## src/rtl/lbp_update_queue.sv

```systemverilog
// Queue of resolved conditional-branch outcomes feeding the local branch predictor's update port.
// Consecutive updates to the same PC are merged, and updates that arrive while the queue is full are counted, then dropped.
module lbp_update_queue #(
  parameter int unsigned VLEN  = 64,
  parameter int unsigned IDX_W = 7,
  parameter int unsigned DEPTH = 4
) (
  input  logic                         clk_i,
  input  logic                         rst_ni,
  input  logic                         flush_bp_i,
  input  logic                         debug_mode_i,
  input  logic                         res_valid_i,
  input  logic [VLEN-1:0]              res_pc_i,
  input  logic                         res_taken_i,
  input  logic [IDX_W-1:0]             res_index_i,
  input  logic                         hold_i,
  output logic [VLEN+IDX_W+1:0]        bht_update_o,
  output logic [$clog2(DEPTH):0]       count_o,
  output logic [7:0]                   drop_cnt_o
);

  localparam int unsigned PTR_W = $clog2(DEPTH);
  localparam int unsigned CNT_W = PTR_W + 1;

  logic [VLEN-1:0]  pc_mem    [DEPTH];
  logic             taken_mem [DEPTH];
  logic [IDX_W-1:0] idx_mem   [DEPTH];

  logic [PTR_W-1:0] rd_ptr_q;
  logic [PTR_W-1:0] wr_ptr_q;
  logic [CNT_W-1:0] count_q;
  logic [7:0]       drop_cnt_q;

  logic [PTR_W-1:0] last_ptr;
  logic             empty;
  logic             full;
  logic             push_req;
  logic             pop;
  logic             coalesce;
  logic             accept;
  logic             drop;

  // The newest entry always sits just behind the write pointer; coalescing never moves it.
  always_comb begin
    last_ptr = wr_ptr_q - PTR_W'(1);
    empty    = (count_q == '0);
    full     = (count_q == CNT_W'(DEPTH));
    push_req = res_valid_i && !debug_mode_i && !flush_bp_i;
    pop      = !empty && !hold_i && !debug_mode_i && !flush_bp_i;
    // An entry leaving this cycle cannot absorb the new outcome, so it takes a fresh slot instead.
    coalesce = push_req && !empty && (pc_mem[last_ptr] == res_pc_i) &&
               !(pop && (last_ptr == rd_ptr_q));
    accept   = push_req && !coalesce && (!full || pop);
    drop     = push_req && !coalesce && full && !pop;
  end

  // Payload storage is deliberately left unreset.
  always_ff @(posedge clk_i) begin
    if (accept) begin
      pc_mem[wr_ptr_q]    <= res_pc_i;
      taken_mem[wr_ptr_q] <= res_taken_i;
      idx_mem[wr_ptr_q]   <= res_index_i;
    end else if (coalesce) begin
      taken_mem[last_ptr] <= res_taken_i;
      idx_mem[last_ptr]   <= res_index_i;
    end
  end

  always_ff @(posedge clk_i or negedge rst_ni) begin
    if (!rst_ni) begin
      rd_ptr_q   <= '0;
      wr_ptr_q   <= '0;
      count_q    <= '0;
      drop_cnt_q <= '0;
    end else begin
      if (flush_bp_i) begin
        rd_ptr_q <= '0;
        wr_ptr_q <= '0;
        count_q  <= '0;
      end else begin
        if (pop) begin
          rd_ptr_q <= rd_ptr_q + PTR_W'(1);
        end
        if (accept) begin
          wr_ptr_q <= wr_ptr_q + PTR_W'(1);
        end
        count_q <= count_q + CNT_W'(accept) - CNT_W'(pop);
      end
      if (drop && (drop_cnt_q != 8'hFF)) begin
        drop_cnt_q <= drop_cnt_q + 8'd1;
      end
    end
  end

  assign bht_update_o = {pop, pc_mem[rd_ptr_q], taken_mem[rd_ptr_q], idx_mem[rd_ptr_q]};
  assign count_o      = count_q;
  assign drop_cnt_o   = drop_cnt_q;

endmodule

```

## config.mk

```make
export PLATFORM = sky130hd
export DESIGN_NAME = lbp_update_queue
export DESIGN_NICKNAME = d
export VERILOG_FILES = /design/src/rtl/lbp_update_queue.sv
export SDC_FILE = /design/constraint.sdc
export NUM_CORES = 1
export LEC_CHECK = 0
export CORE_MARGIN = 1
export CORE_UTILIZATION = 25
export CTS_CLUSTER_DIAMETER = 60
export DETAILED_ROUTE_END_ITERATION = 12
export SKIP_CTS_REPAIR_TIMING = 1
export SYNTH_ARGS = -nofsm -noshare
export SYNTH_HDL_FRONTEND = slang
export SYNTH_SLANG_ARGS = --single-unit
export TNS_END_PERCENT = 50
```

## constraint.sdc

```tcl
create_clock -name clk_i -period 5.2 [get_ports clk_i]
set_input_delay 0.78 -clock clk_i [delete_from_list [all_inputs] [get_ports clk_i]]
set_output_delay 0.78 -clock clk_i [all_outputs]
set_load 0.02 [all_outputs]
```

# [After elaboration in Yosys (flattened, before gate mapping)]
# Memory sizes are Yosys's and may differ from the RTL's.
# Index checks and enable logic that the tools add are counted.
[word_totals] regBits=15 ram_bits=288 input_bits=78 out_inout_bits=84 wordCells=61 n_memories=3
[memory_table] name="pc_mem" depth=4 width=64 rd=2 rd_clocked_by_memory_dff=0 wr=1 line_no="25" rtl="logic [VLEN-1:0] pc_mem [DEPTH];"
[memory_table] name="idx_mem" depth=4 width=7 rd=1 rd_clocked_by_memory_dff=0 wr=1 line_no="27" rtl="logic [IDX_W-1:0] idx_mem [DEPTH];"
[memory_table] name="taken_mem" depth=4 width=1 rd=1 rd_clocked_by_memory_dff=0 wr=1 line_no="26" rtl="logic taken_mem [DEPTH];"
[op_classes] n_addsub=6 n_eq_ne=4 muxes=16 reduce_logical=28
[op_table] op="equality test 64 bit" n=1
[op_table] op="logical AND 1 bit" n=14
[op_table] op="2-to-1 mux 2 bit" n=6
[op_table] op="adder 8 x 1 -> 8 bit, second input constant" n=1
[op_table] op="logical NOT 1 bit" n=8
[op_table] op="2-to-1 mux 1 bit" n=8
[op_table] op="!= test 8 bit, second input constant" n=1
[op_table] op="2-to-1 mux 7 bit" n=1
[op_table] op="OR reduction 7 bit" n=1
[op_table] op="adder 2 x 1 -> 2 bit, second input constant" n=2
[op_table] op="nonzero test 2 bit" n=2
[op_table] op="adder 3 x 1 -> 3 bit" n=1
[op_table] op="equality test 3 bit, second input constant" n=1
[op_table] op="logical NOT 3 bit" n=1
[op_table] op="2-to-1 mux 3 bit" n=1
[op_table] op="subtractor 3 x 1 -> 3 bit" n=1
[op_table] op="equality test 2 bit" n=1
[op_table] op="subtractor 2 x 1 -> 2 bit, second input constant" n=1
[op_table] op="logical OR 1 bit" n=1
[op_table] op="OR reduction 1 bit" n=1

# [Longest topological paths before layout]
# Gate-level depths: netlist (run 1).
[depth] ltp_word=15 ltp_mapped=24 ltp_nobuf=16

# [Least setup slack after synthesis (run 1)]
# OpenSTA, ideal clock, no wires.
[synth_path] kind="register -> register" start="register wr_ptr_q[0]" end="memory pc_mem[0][0], enable pin" setup_ps=429 t_arrival_ps=4744 t_required_ps=4771 path_slack_ps=27 path_stages_with_launch=18 path_buffers=8 period_less_slack_ps=5173 path_cell_list="dfrtp_1 -> buf_6 -> buf_4 -> buf_2 -> inv_2 -> clkbuf_1 -> ha_1 -> buf_2 -> buf_2 -> buf_4 -> mux2i_1 -> a22oi_1 -> o211ai_1 -> nor3_1 -> o2111ai_1 -> or4_4 -> buf_6 -> and3_1"
[synth_via] elab_chain_cells=10 elab_cells_between_ends=13 classes_between="1 x add/sub; 2 x eq/ne; 2 x mux; 7 x reduce/logical; 1 x memory"
[synth_lines] element="start: declaration" line_no="30" rtl="logic [PTR_W-1:0] wr_ptr_q;"
[synth_lines] element="start signal: assignment" line_no="85" rtl="wr_ptr_q <= wr_ptr_q + PTR_W'(1);"
[synth_lines] element="subtractor 2 x 1 -> 2 bit" line_no="45" rtl="last_ptr = wr_ptr_q - PTR_W'(1);"
[synth_lines] element="memory read (4 x 64 bit) / equality test 2 bit (equally long branches)"
[synth_lines] element="equality test 64 bit / logical AND 1 bit (equally long branches)" line_no="51, 52"
[synth_lines] element="logical AND 1 bit / logical NOT 1 bit (equally long branches)" line_no="51, 52"
[synth_lines] element="logical AND 1 bit" line_no="51" rtl="coalesce = push_req && !empty && (pc_mem[last_ptr] == res_pc_i) &&"
[synth_lines] element="logical NOT 1 bit" line_no="53" rtl="accept = push_req && !coalesce && (!full || pop);"
[synth_lines] element="logical AND 1 bit (2 in series)" line_no="53"
[synth_lines] element="2-to-1 mux 1 bit" line_no="59" rtl="if (accept) begin"
[synth_lines] element="2-to-1 mux 1 bit (not written as such)" line_no="60" rtl="pc_mem[wr_ptr_q] <= res_pc_i;"
[synth_lines] element="end: declaration" line_no="25"
# Parallel ways exist; a longest one is shown, timed or not.

# [Worst setup path in the final report (run 1)]
[layout_path] start="register wr_ptr_q[1]" end="register count_q[2] (netlist: count_o[2])"
[layout_via] elab_chain_cells=11 elab_cells_between_ends=14 classes_between="3 x add/sub; 2 x eq/ne; 1 x mux; 7 x reduce/logical; 1 x memory"
[layout_lines] element="subtractor 2 x 1 -> 2 bit *" line_no="45"
[layout_lines] element="memory read (4 x 64 bit) / equality test 2 bit (equally long branches)"
[layout_lines] element="equality test 64 bit / logical AND 1 bit (equally long branches)" line_no="51, 52"
[layout_lines] element="logical AND 1 bit / logical NOT 1 bit (equally long branches)" line_no="51, 52"
[layout_lines] element="logical AND 1 bit *" line_no="51"
[layout_lines] element="logical NOT 1 bit *" line_no="53"
[layout_lines] element="logical AND 1 bit * (2 in series)" line_no="53"
[layout_lines] element="adder 3 x 1 -> 3 bit *" line_no="87" rtl="count_q <= count_q + CNT_W'(accept) - CNT_W'(pop);"
[layout_lines] element="subtractor 3 x 1 -> 3 bit *" line_no="87"
[layout_lines] element="2-to-1 mux 3 bit *" line_no="76" rtl="if (flush_bp_i) begin"
[layout_lines] element="end signal: assignment" line_no="87"
[layout_lines] element="end: declaration" line_no="31" rtl="logic [CNT_W-1:0] count_q;"
# Mark *: on every way between the ends. The rest lies on a longest branch, timed or not.
# A chain may end at the register's enable or synchronous reset.

==> results of run 1 <==
[final cells by class]
class | instances | area [um^2] | area share [%]
Antenna cell | 1 | 2.50 | 0.0142
Clock buffer | 45 | 977 | 5.56
Clock inverter | 18 | 135 | 0.769
Inverter | 8 | 30.0 | 0.171
Multi-Input combinational cell | 363 | 4600 | 26.2
Sequential cell | 303 | 9030 | 51.4
Tap cell | 696 | 871 | 4.96
Timing Repair Buffer | 185 | 1920 | 10.9
[final timing paths]
path                                from       endpoint  slack [ns]  cells after the start
setup reg to reg             wr_ptr_q[1]     count_o[2]        0.26                     17
setup / recovery             wr_ptr_q[1]     count_o[2]        0.26                     17
hold reg to reg            drop_cnt_o[6]  drop_cnt_o[6]        0.49                      1
min in group asynchronous         rst_ni  drop_cnt_o[6]        0.68                      1
max in group asynchronous         rst_ni    wr_ptr_q[0]        3.94                      1
hold / removal             drop_cnt_o[6]  drop_cnt_o[6]        0.49                      1
[metal layers]
| layer | global-route usage [%] | vias to the layer above | share of wire [%] |
|---|---|---|---|
| li1 | - | 3369 | - |
| met3 | 3.22 | 47 | 6.0 |
| met4 | 4.01 | 4 | 2.3 |
| met1 | 17.2 | 4010 | 44 |
| met2 | 20.6 | 191 | 48 |
| met5 | 0 | - | 0.074 |
[registers in the layout, indices dropped and copies added (netlist names)]
name,flops
idx_mem,28
drop_cnt_o,8
taken_mem,4
wr_ptr_q,2
count_o,3
pc_mem,256
rd_ptr_q,2
[cell usage after synthesis (3+ instances only)]
master	number
o211ai_1	3
nor3_1	11
inv_1	7
edfxtp_1	288
dfrtp_1	15
ha_1	7
nor2_1	11
a22oi_1	3
nor4_1	5
buf_1	12
buf_2	8
nand3_1	9
or3_1	3
and3_1	7
mux2i_1	33
buf_6	4
a2bb2oi_1	3
a21oi_1	4
nand4_1	12
o21ai_0	5
xor2_1	19
clkbuf_1	10
nand2_1	22
buf_4	4
xnor2_1	43
mux4_2	121
o22ai_1	6
[cell usage in the layout (no fill, tap or decap), types with 3 or more instances in the layout]
cell and instances:
nor2_1 11, ha_1 6, o22ai_1 6, and3_1 3, a2bb2oi_1 3, buf_4 13, dfrtp_1 12, or3_1 3
and3_4 4, nand2_1 22, clkbuf_1 7, inv_1 7, dfrtp_4 3, nand4_1 12, nand3_1 9, nor4_1 5
a21oi_1 4, edfxtp_1 288, a22oi_1 3, mux2i_1 33, clkdlybuf4s50_1 161, o211ai_1 3, o21ai_0 5, clkinv_1 6
buf_12 10, clkbuf_16 38, mux4_2 121, xor2_1 19, clkinv_2 6, xnor2_1 43, nor3_1 11
[power by group through the flow]
stage / clock network (mW) / logic (mW) / registers [mW]
after floorplan: 0 / 0.403 / 2.80
after global placement: 0 / 0.752 / 2.81
after detailed placement: 0 / 0.753 / 2.81
after CTS: 2.46 / 0.758 / 2.76
after global routing: 2.55 / 0.794 / 2.77
final: 2.38 / 0.743 / 2.76
[worst register-to-register path: cells and delay by family (launching register included)]
family          cells  cell delay (ns)
fa+ha+maj           4             1.26
mux                 1             0.14
simple gates        5             1.80
flops               1             0.38
compound gates      2             0.60
xor+xnor            1             0.17
buf+inv             4             0.48
[metrics by stage]
stage                     power [mW]  std cells  hold WS [ns]  utilization, %
after CTS                       5.98       1617         0.498            32.4
after global routing            6.11       1619         0.511            32.4
after global placement          3.56       1554         0.475            30.3
after floorplan                 3.21        714         0.484               -
after detailed placement        3.57       1554         0.491            30.3
final                           5.89       1619         0.493            32.4
[kinds of logic (layout without fill, tap and decap cells)]
family / count (synthesis) / count (layout) / share of synthesized area, %
AO/OA/AOI/OAI: 45 / 45 / 2.40
other: 0 / 1 / 0
multiplexers: 156 / 156 / 22.2
AND/OR/NAND/NOR: 92 / 92 / 3.66
adder cells (fa/ha/maj): 8 / 8 / 0.777
flip-flops: 303 / 303 / 65.1
buffers and inverters: 48 / 256 / 1.90
XOR/XNOR: 62 / 62 / 3.92
==> results by group, run 1 <==
Placement
  – Placer Congestion: 0.813
  – Place WS: 0.146 ns
  – Placed cell areas: 16400 um^2
  – HPWL Detailed: 23800 um
  – IO buf count: 161

STA
  – Rel. slew slack: 48.7%
  – Slew at the pin closest to its max-slew limit: 0.770 ns
  – Final hold vios: 0
  – Clock Skews: 0.0324 ns
  – Fin crit period: 4.94 ns
  – Final slew viol count: 0
  – Final Setup Violations: 0
  – Slack of the critical path: 0.260 ns
  – RSZ-0062 raised after global routing: false
  – Highest clock rate: 202 MHz
  – Final worst path period share: 95.0%
  – Setup TNS: 0 ns

Pwr
  – Max VDD drop: 0.266 mV
  – Int Power: 4.47 mW
  – Clock share of power: 40.4%
  – PD cells: 335 nW/um^2
  – Switching power total: 1.41 mW
  – Sw frac: 24.0%
  – LEAKAGE: 5.36 nW
  – Flop pwr share: 46.9%
  – Logic pwr share: 12.6%

Setup path
  – Crit path capture type: flop
  – Required time of the critical path: 5.61 ns
  – Critical-path cell list: inv_1 -> ha_4 -> buf_12 -> mux2i_1 -> a2bb2oi_1 -> a21oi_1 -> nor4_2 -> nand4_1 -> or4_4 -> nand2_1 -> ha_1 -> inv_1 -> ha_1 -> inv_1 -> fa_1 -> xnor2_1 -> nor2_1
  – CP max stage cell: or4_4
  – Startpoint Class: flop
  – CP max stage delay: 0.70 ns
  – Crit path kind: flop to flop
  – Worst Path Arrival: 5.35 ns
  – Worst-path fanout max: 21
  – CP delay by family, top: simple AND/OR/NAND/NOR gates
  – Most common cell on crit path: inv_1
  – Bufs and invs on worst path: 4

Drt
  – Drt pass-1 iters: 5
  – Routed WL: 36400 um
  – Post-route ant nets: 0
  – 1st-iter DRT viols: 427
  – Drc violations: 0
  – Drt wl/cell: 22.5 um
  – Vias: 7621
  – Vias per cell: 4.71

Synth
  – Top post-synthesis cells by area: edfxtp_1, mux4_2, xnor2_1
  – Synth warn: 0
  – Synth Register Bits: 303
  – Post-synth EDFFs: 288
  – Unique masters post-synth: 59
  – Mapped Nets: 800
  – Post-synthesis sequential area ratio: 65.1%
  – Share of the synthesized area in the top cell type: 62.4%
  – Post-synth ARST share: 4.95%
  – Synth area leader: edfxtp_1
  – Synth Instances: 714
  – Mapped Area: 13900 um^2
  – Main synth FF type: edfxtp_1
  – Synthesized area per cell: 19.4 um^2

Floorplanning
  – Die width: 237 um
  – Initial core utilization: 25.5%
  – Die ar.: 56400 um^2
  – Row cnt: 85
  – Boundary pin count: 162
  – Vert. Die Dim: 237 um
  – Core area: 54200 um^2

CTS
  – Worst skew pair latency: 0.54 ns
  – Clock slew at reported path FFs: 0.05 ns
  – Clk root buf: clkbuf_16
  – CTS Buf Count: 38
  – CTS Buffer Depth: 3
  – Clk sinks: 303
  – H-tree Lvls: 2
  – TritonCTS clock tree: built

GRT
  – Initial antenna violation count: 3
  – Largest net degree at the start of global routing: 65
  – Number of global-route vias before repair: 7947
  – Total Routing Usage GR: 12.9%
  – First-pass GRT wire length: 53600 um
  – Total global routing overflow: 0

Final layout
  – Syn-to-layout area delta: 26.8%
  – Design Area, Final: 17600 um^2
  – Final #Nets: 985
  – # fillers: 5222
  – Layout cells sized above 1: 22.9%

Flow run
  – Max-cap violation count: 0

Min path
  – Worst min path class: flop to flop

Outcome
  – Outcome: completed
Power figures use the tool's default switching activity.
==> run 2: changes to the inputs <==
--- a/config.mk
+++ b/config.mk
@@ -5,11 +5,12 @@
 export SDC_FILE = /design/constraint.sdc
 export NUM_CORES = 1
 export LEC_CHECK = 0
-export CORE_MARGIN = 1
+export CORE_MARGIN = 1.5
 export CORE_UTILIZATION = 25
 export CTS_CLUSTER_DIAMETER = 60
 export DETAILED_ROUTE_END_ITERATION = 12
 export SKIP_CTS_REPAIR_TIMING = 1
+export SLEW_MARGIN = 20
 export SYNTH_ARGS = -nofsm -noshare
 export SYNTH_HDL_FRONTEND = slang
 export SYNTH_SLANG_ARGS = --single-unit
==> results by group, run 2 (same netlist as run 1, synthesis figures left out) <==
Outcome
  – Outcome: completed

Final layout
  – Commonest non-fill, non-tap cell in the layout: edfxtp_1
  – Most frequent cells in the layout: edfxtp_1, clkdlybuf4s50_1, mux4_2
  – Final #Nets: 989
  – # fillers: 5250
  – Largest register FFs: 256
  – Reg area: 9030 um^2
  – Syn-to-layout area delta: 28.7%
  – Layout cells sized above 1: 23.5%
  – Most flop-heavy register: pc_mem
  – Multi-input gate area: 4610 um^2

STA
  – Fin crit period: 4.90 ns
  – Final slew viol count: 0
  – Highest clock rate: 204 MHz
  – Slew at the pin closest to its max-slew limit: 0.960 ns
  – Clock Skews: 0.0166 ns
  – Setup TNS: 0 ns
  – RSZ-0062 raised after global routing: false
  – Final hold vios: 0
  – Final Setup Violations: 0
  – Final worst path period share: 94.3%
  – Rel. slew slack: 36.0%

CTS
  – CTS Buf Count: 39
  – Worst skew pair latency: 0.54 ns
  – Clk sinks: 303
  – CTS Buffer Depth: 3
  – Clock slew at reported path FFs: 0.06 ns
  – Clk root buf: clkbuf_16
  – H-tree Lvls: 2
  – TritonCTS clock tree: built

Min path
  – Worst min path class: flop to flop

Setup path
  – Crit path capture type: flop
  – Startpoint Class: flop
  – Worst-path fanout max: 15
  – Required time of the critical path: 5.61 ns
  – Crit path kind: flop to flop
  – Worst Path Arrival: 5.32 ns

GRT
  – Total global routing overflow: 0
  – Total Routing Usage GR: 12.9%
  – Number of global-route vias before repair: 8006
  – Largest net degree at the start of global routing: 79
  – Initial antenna violation count: 5
  – First-pass GRT wire length: 54400 um

Floorplanning
  – Die ar.: 56800 um^2
  – Boundary pin count: 162
  – Row cnt: 86
  – Initial core utilization: 25.2%
  – Core area: 55000 um^2
  – Vert. Die Dim: 238 um
  – Die width: 238 um

Drt
  – Vias per cell: 4.64
  – Drt wl/cell: 21.9 um
  – 1st-iter DRT viols: 643
  – Drt pass-1 iters: 5
  – Routed WL: 36800 um
  – Drc violations: 0
  – Post-route ant nets: 0
  – Vias: 7796

Pwr
  – LEAKAGE: 5.45 nW
  – PD cells: 346 nW/um^2
  – Max VDD drop: 0.162 mV
  – Power, Total: 6.17 mW

Flow run
  – Max-cap violation count: 0

Placement
  – IO buf count: 161
  – Placer Congestion: 0.762
  – HPWL Detailed: 24200 um
==> run 2: cell count changes in the layout (fill, tap and decap cells not counted), sizes merged <==
cell / delta
clkinv: -5
buf: +3
inv: +3
clkbuf: +3
clkinvlp: +1
diode: +1
bufinv: +3
==> run 2: stage by stage <==
| step | cells | hold WS [ns] | worst slack, ns | utilization (%) | cell area (um^2) |
|---|---|---|---|---|---|
| finish | 1680 | 0.486 | 0.299 | 32.4 | 17800 |
| global route | 1680 | 0.508 | 0.0235 | 32.4 | 17800 |
| CTS | 1677 | 0.487 | -0.146 | 32.4 | 17800 |
| detailed placement | 1609 | 0.475 | -0.125 | 30.1 | 16500 |
| global placement | 1609 | 0.476 | -0.167 | 30.1 | 16500 |
| floorplan | 714 | 0.484 | 0.0268 | - | 13900 |
==> run 2: cell type report <==
cell class                 instances  area share [%]
timing repair buffer             188            10.9
clock inverter                    20            1.25
clock buffer                      48            5.90
multi-input combinational        363            25.9
sequential                       303            50.7
inverter                           8           0.168
tap                              748            5.25
antenna                            2          0.0281
==> run 2: path summary, 6_finish.rpt <==
kind | from | to | slack [ns] | depth (start not counted)
setup / recovery | wr_ptr_q[1] | count_o[2] | 0.30 | 17
hold / removal | drop_cnt_o[5] | drop_cnt_o[5] | 0.49 | 1
setup reg to reg | wr_ptr_q[1] | count_o[2] | 0.30 | 17
hold reg to reg | drop_cnt_o[5] | drop_cnt_o[5] | 0.49 | 1
max in group asynchronous | rst_ni | rd_ptr_q[1] | 3.98 | 1
min in group asynchronous | rst_ni | wr_ptr_q[1] | 0.68 | 1
==> run 2: critical path, stage by stage (launching register included) <==
cell      delay [ns]
dfrtp_1         0.39
inv_1           0.14
ha_4            0.35
buf_4           0.30
mux2i_1         0.33
nor3_1          0.14
a311oi_1        0.53
nand4_1         0.20
or4_1           0.58
or4_4           0.54
nand2_1         0.15
ha_1            0.24
inv_1           0.06
ha_1            0.14
inv_1           0.05
fa_1            0.40
xnor2_1         0.17
nor2_1          0.05
==> run 2: power breakdown <==
group | switching, mW | internal [mW] | total, mW
Clock | 1.03 | 1.64 | 2.67
Combinational | 0.386 | 0.362 | 0.748
Sequential | 0.0377 | 2.72 | 2.76
==> run 2: routing by layer <==
layer  vias up  GRT usage (%)  wire, um
met5         -              0        42
met4         6           4.20       848
met3        50           3.11      2320
li1       3395              -         -
met2       230           20.1     17400
met1      4115           17.8     16200
==> run 3: changes to the inputs <==
--- a/config.mk
+++ b/config.mk
@@ -6,9 +6,10 @@
 export NUM_CORES = 1
 export LEC_CHECK = 0
 export CORE_MARGIN = 1.5
-export CORE_UTILIZATION = 25
+export CORE_UTILIZATION = 51
 export CTS_CLUSTER_DIAMETER = 60
 export DETAILED_ROUTE_END_ITERATION = 12
+export PLACE_DENSITY = 0.77
 export SKIP_CTS_REPAIR_TIMING = 1
 export SLEW_MARGIN = 20
 export SYNTH_ARGS = -nofsm -noshare
==> results by group, run 3 (same netlist as run 1, synthesis figures left out) <==
Floorplanning
  – Row cnt: 60
  – Die ar.: 28200 um^2
  – Die width: 168 um
  – Core area: 26800 um^2
  – Initial core utilization: 51.7%
  – Boundary pin count: 162
  – Vert. Die Dim: 168 um

CTS
  – Clk sinks: 303
  – Clock slew at reported path FFs: 0.06 ns
  – H-tree Lvls: 1
  – CTS Buffer Depth: 3
  – Worst skew pair latency: 0.56 ns
  – CTS Buf Count: 31
  – Clk root buf: clkbuf_16
  – TritonCTS clock tree: built

GRT
  – Initial antenna violation count: 2
  – Number of global-route vias before repair: 7958
  – First-pass GRT wire length: 47200 um
  – Largest net degree at the start of global routing: 68
  – Total Routing Usage GR: 22.0%
  – Total global routing overflow: 0

STA
  – Final slew viol count: 0
  – Rel. slew slack: 27.0%
  – Slew at the pin closest to its max-slew limit: 1.09 ns
  – Final worst path period share: 95.4%
  – Highest clock rate: 202 MHz
  – RSZ-0062 raised after global routing: false
  – Fin crit period: 4.96 ns
  – Clock Skews: 0.0215 ns
  – Setup TNS: 0 ns
  – Final hold vios: 0
  – Final Setup Violations: 0

Placement
  – Placer Congestion: 0.804
  – HPWL Detailed: 19000 um
  – IO buf count: 161

Setup path
  – Critical-path cell list: inv_1 -> ha_4 -> buf_4 -> mux2i_1 -> a2bb2oi_1 -> a21oi_1 -> nor4_2 -> nand4_1 -> or4_4 -> nand2_1 -> ha_1 -> inv_1 -> ha_1 -> inv_1 -> fa_1 -> xnor2_1 -> nor2_1
  – Crit path capture type: flop
  – CP max stage cell: or4_4
  – CP max stage delay: 0.68 ns
  – Most common cell on crit path: inv_1
  – Worst-path fanout max: 14
  – Startpoint Class: flop
  – Reg-to-reg critical path startpoint: wr_ptr_q[1]
  – Worst Path Arrival: 5.39 ns
  – Reg2reg setup slack: 0.24 ns
  – Worst reg-to-reg path cell count: 17
  – Reg-to-reg endpoint: count_o[2]
  – Required time of the critical path: 5.63 ns
  – Crit path kind: flop to flop

Min path
  – Worst Hold Path EP: drop_cnt_o[7]
  – Hold Crit Depth: 1
  – Hold path start: drop_cnt_o[7]
  – Worst min path class: flop to flop

Drt
  – 1st-iter DRT viols: 776
  – Drc violations: 0
  – Vias per cell: 6.12
  – Drt wl/cell: 24.5 um
  – Post-route ant nets: 0
  – Drt pass-1 iters: 5
  – Routed WL: 30700 um
  – Vias: 7666

Final layout
  – Layout cells sized above 1: 22.4%
  – Final #Nets: 973
  – Largest register FFs: 256
  – Most flop-heavy register: pc_mem
  – Most frequent cells in the layout: edfxtp_1, clkdlybuf4s50_1, mux4_2
  – Commonest non-fill, non-tap cell in the layout: edfxtp_1
  – Syn-to-layout area delta: 22.2%

Pwr
  – Flop pwr share: 47.9%
  – Clock share of power: 39.4%
  – LEAKAGE: 5.28 nW
  – Logic pwr share: 12.7%
  – Power, Total: 5.74 mW
  – Sw frac: 23.0%
  – Int Power: 4.42 mW
  – PD cells: 339 nW/um^2
  – Switching power total: 1.32 mW
  – Max VDD drop: 0.307 mV

Outcome
  – Outcome: completed

Flow run
  – Max-cap violation count: 0
==> run 3: worst max-delay path: cells and delay by family (launching register included) <==
| family | cells | cell delay [ns] |
|---|---|---|
| buffers and inverters | 4 | 0.55 |
| and+or+nand+nor | 5 | 1.64 |
| xor gates and xnor gates | 1 | 0.16 |
| AOI/OAI and AO/OA | 2 | 0.54 |
| adders and majority gates | 4 | 1.25 |
| muxes | 1 | 0.27 |
| DFF | 1 | 0.39 |
==> run 3: through the flow <==
stage	std cells	util, %	cell area [um^2]	hold slack, ns	worst slack, ns
floorplan	714	-	13900	0.484	0.0268
global placement	1194	59.2	15900	0.482	0.223
detailed placement	1194	59.2	15900	0.487	0.161
CTS	1250	63.1	16900	0.500	0.146
global route	1252	63.2	16900	0.519	0.00922
finish	1252	63.2	16900	0.504	0.240
==> run 3: worst max path at each step <==
stage                      startpoint           end  slack [ns]  cells after the start
after floorplan           wr_ptr_q[0]  pc_mem[0][0]        0.03                     17
after global placement    wr_ptr_q[1]    count_o[2]        0.22                     17
after detailed placement  wr_ptr_q[1]    count_o[2]        0.16                     17
after CTS                 wr_ptr_q[1]    count_o[2]        0.15                     17
after global routing      wr_ptr_q[1]    count_o[2]       0.009                     17
final                     wr_ptr_q[1]    count_o[2]        0.24                     17
==> run 3: area by class of cell <==
class | count | area (um^2)
diodes | 1 | 2.50
clock buffers | 38 | 842
inverters | 8 | 30.0
clock inverters | 18 | 196
multi-input cells | 363 | 4600
well taps | 341 | 427
repair buffers | 180 | 1800
fillers | 1896 | 9870
flip-flops and latches | 303 | 9030
==> run 3: power by group through the flow <==
stage / Sequential (mW) / Combinational (mW) / Clock, mW
after global routing: 2.75 / 0.776 / 2.39
after CTS: 2.75 / 0.736 / 2.30
after floorplan: 2.80 / 0.403 / 0
final: 2.75 / 0.732 / 2.26
after detailed placement: 2.80 / 0.732 / 0
after global placement: 2.80 / 0.727 / 0
==> run 3: metal layers <==
metal	share of wire [%]	GRT usage, %
met5	0.046	0
met4	2.3	5.68
met3	6.4	3.36
met2	50	36.7
met1	42	30.9
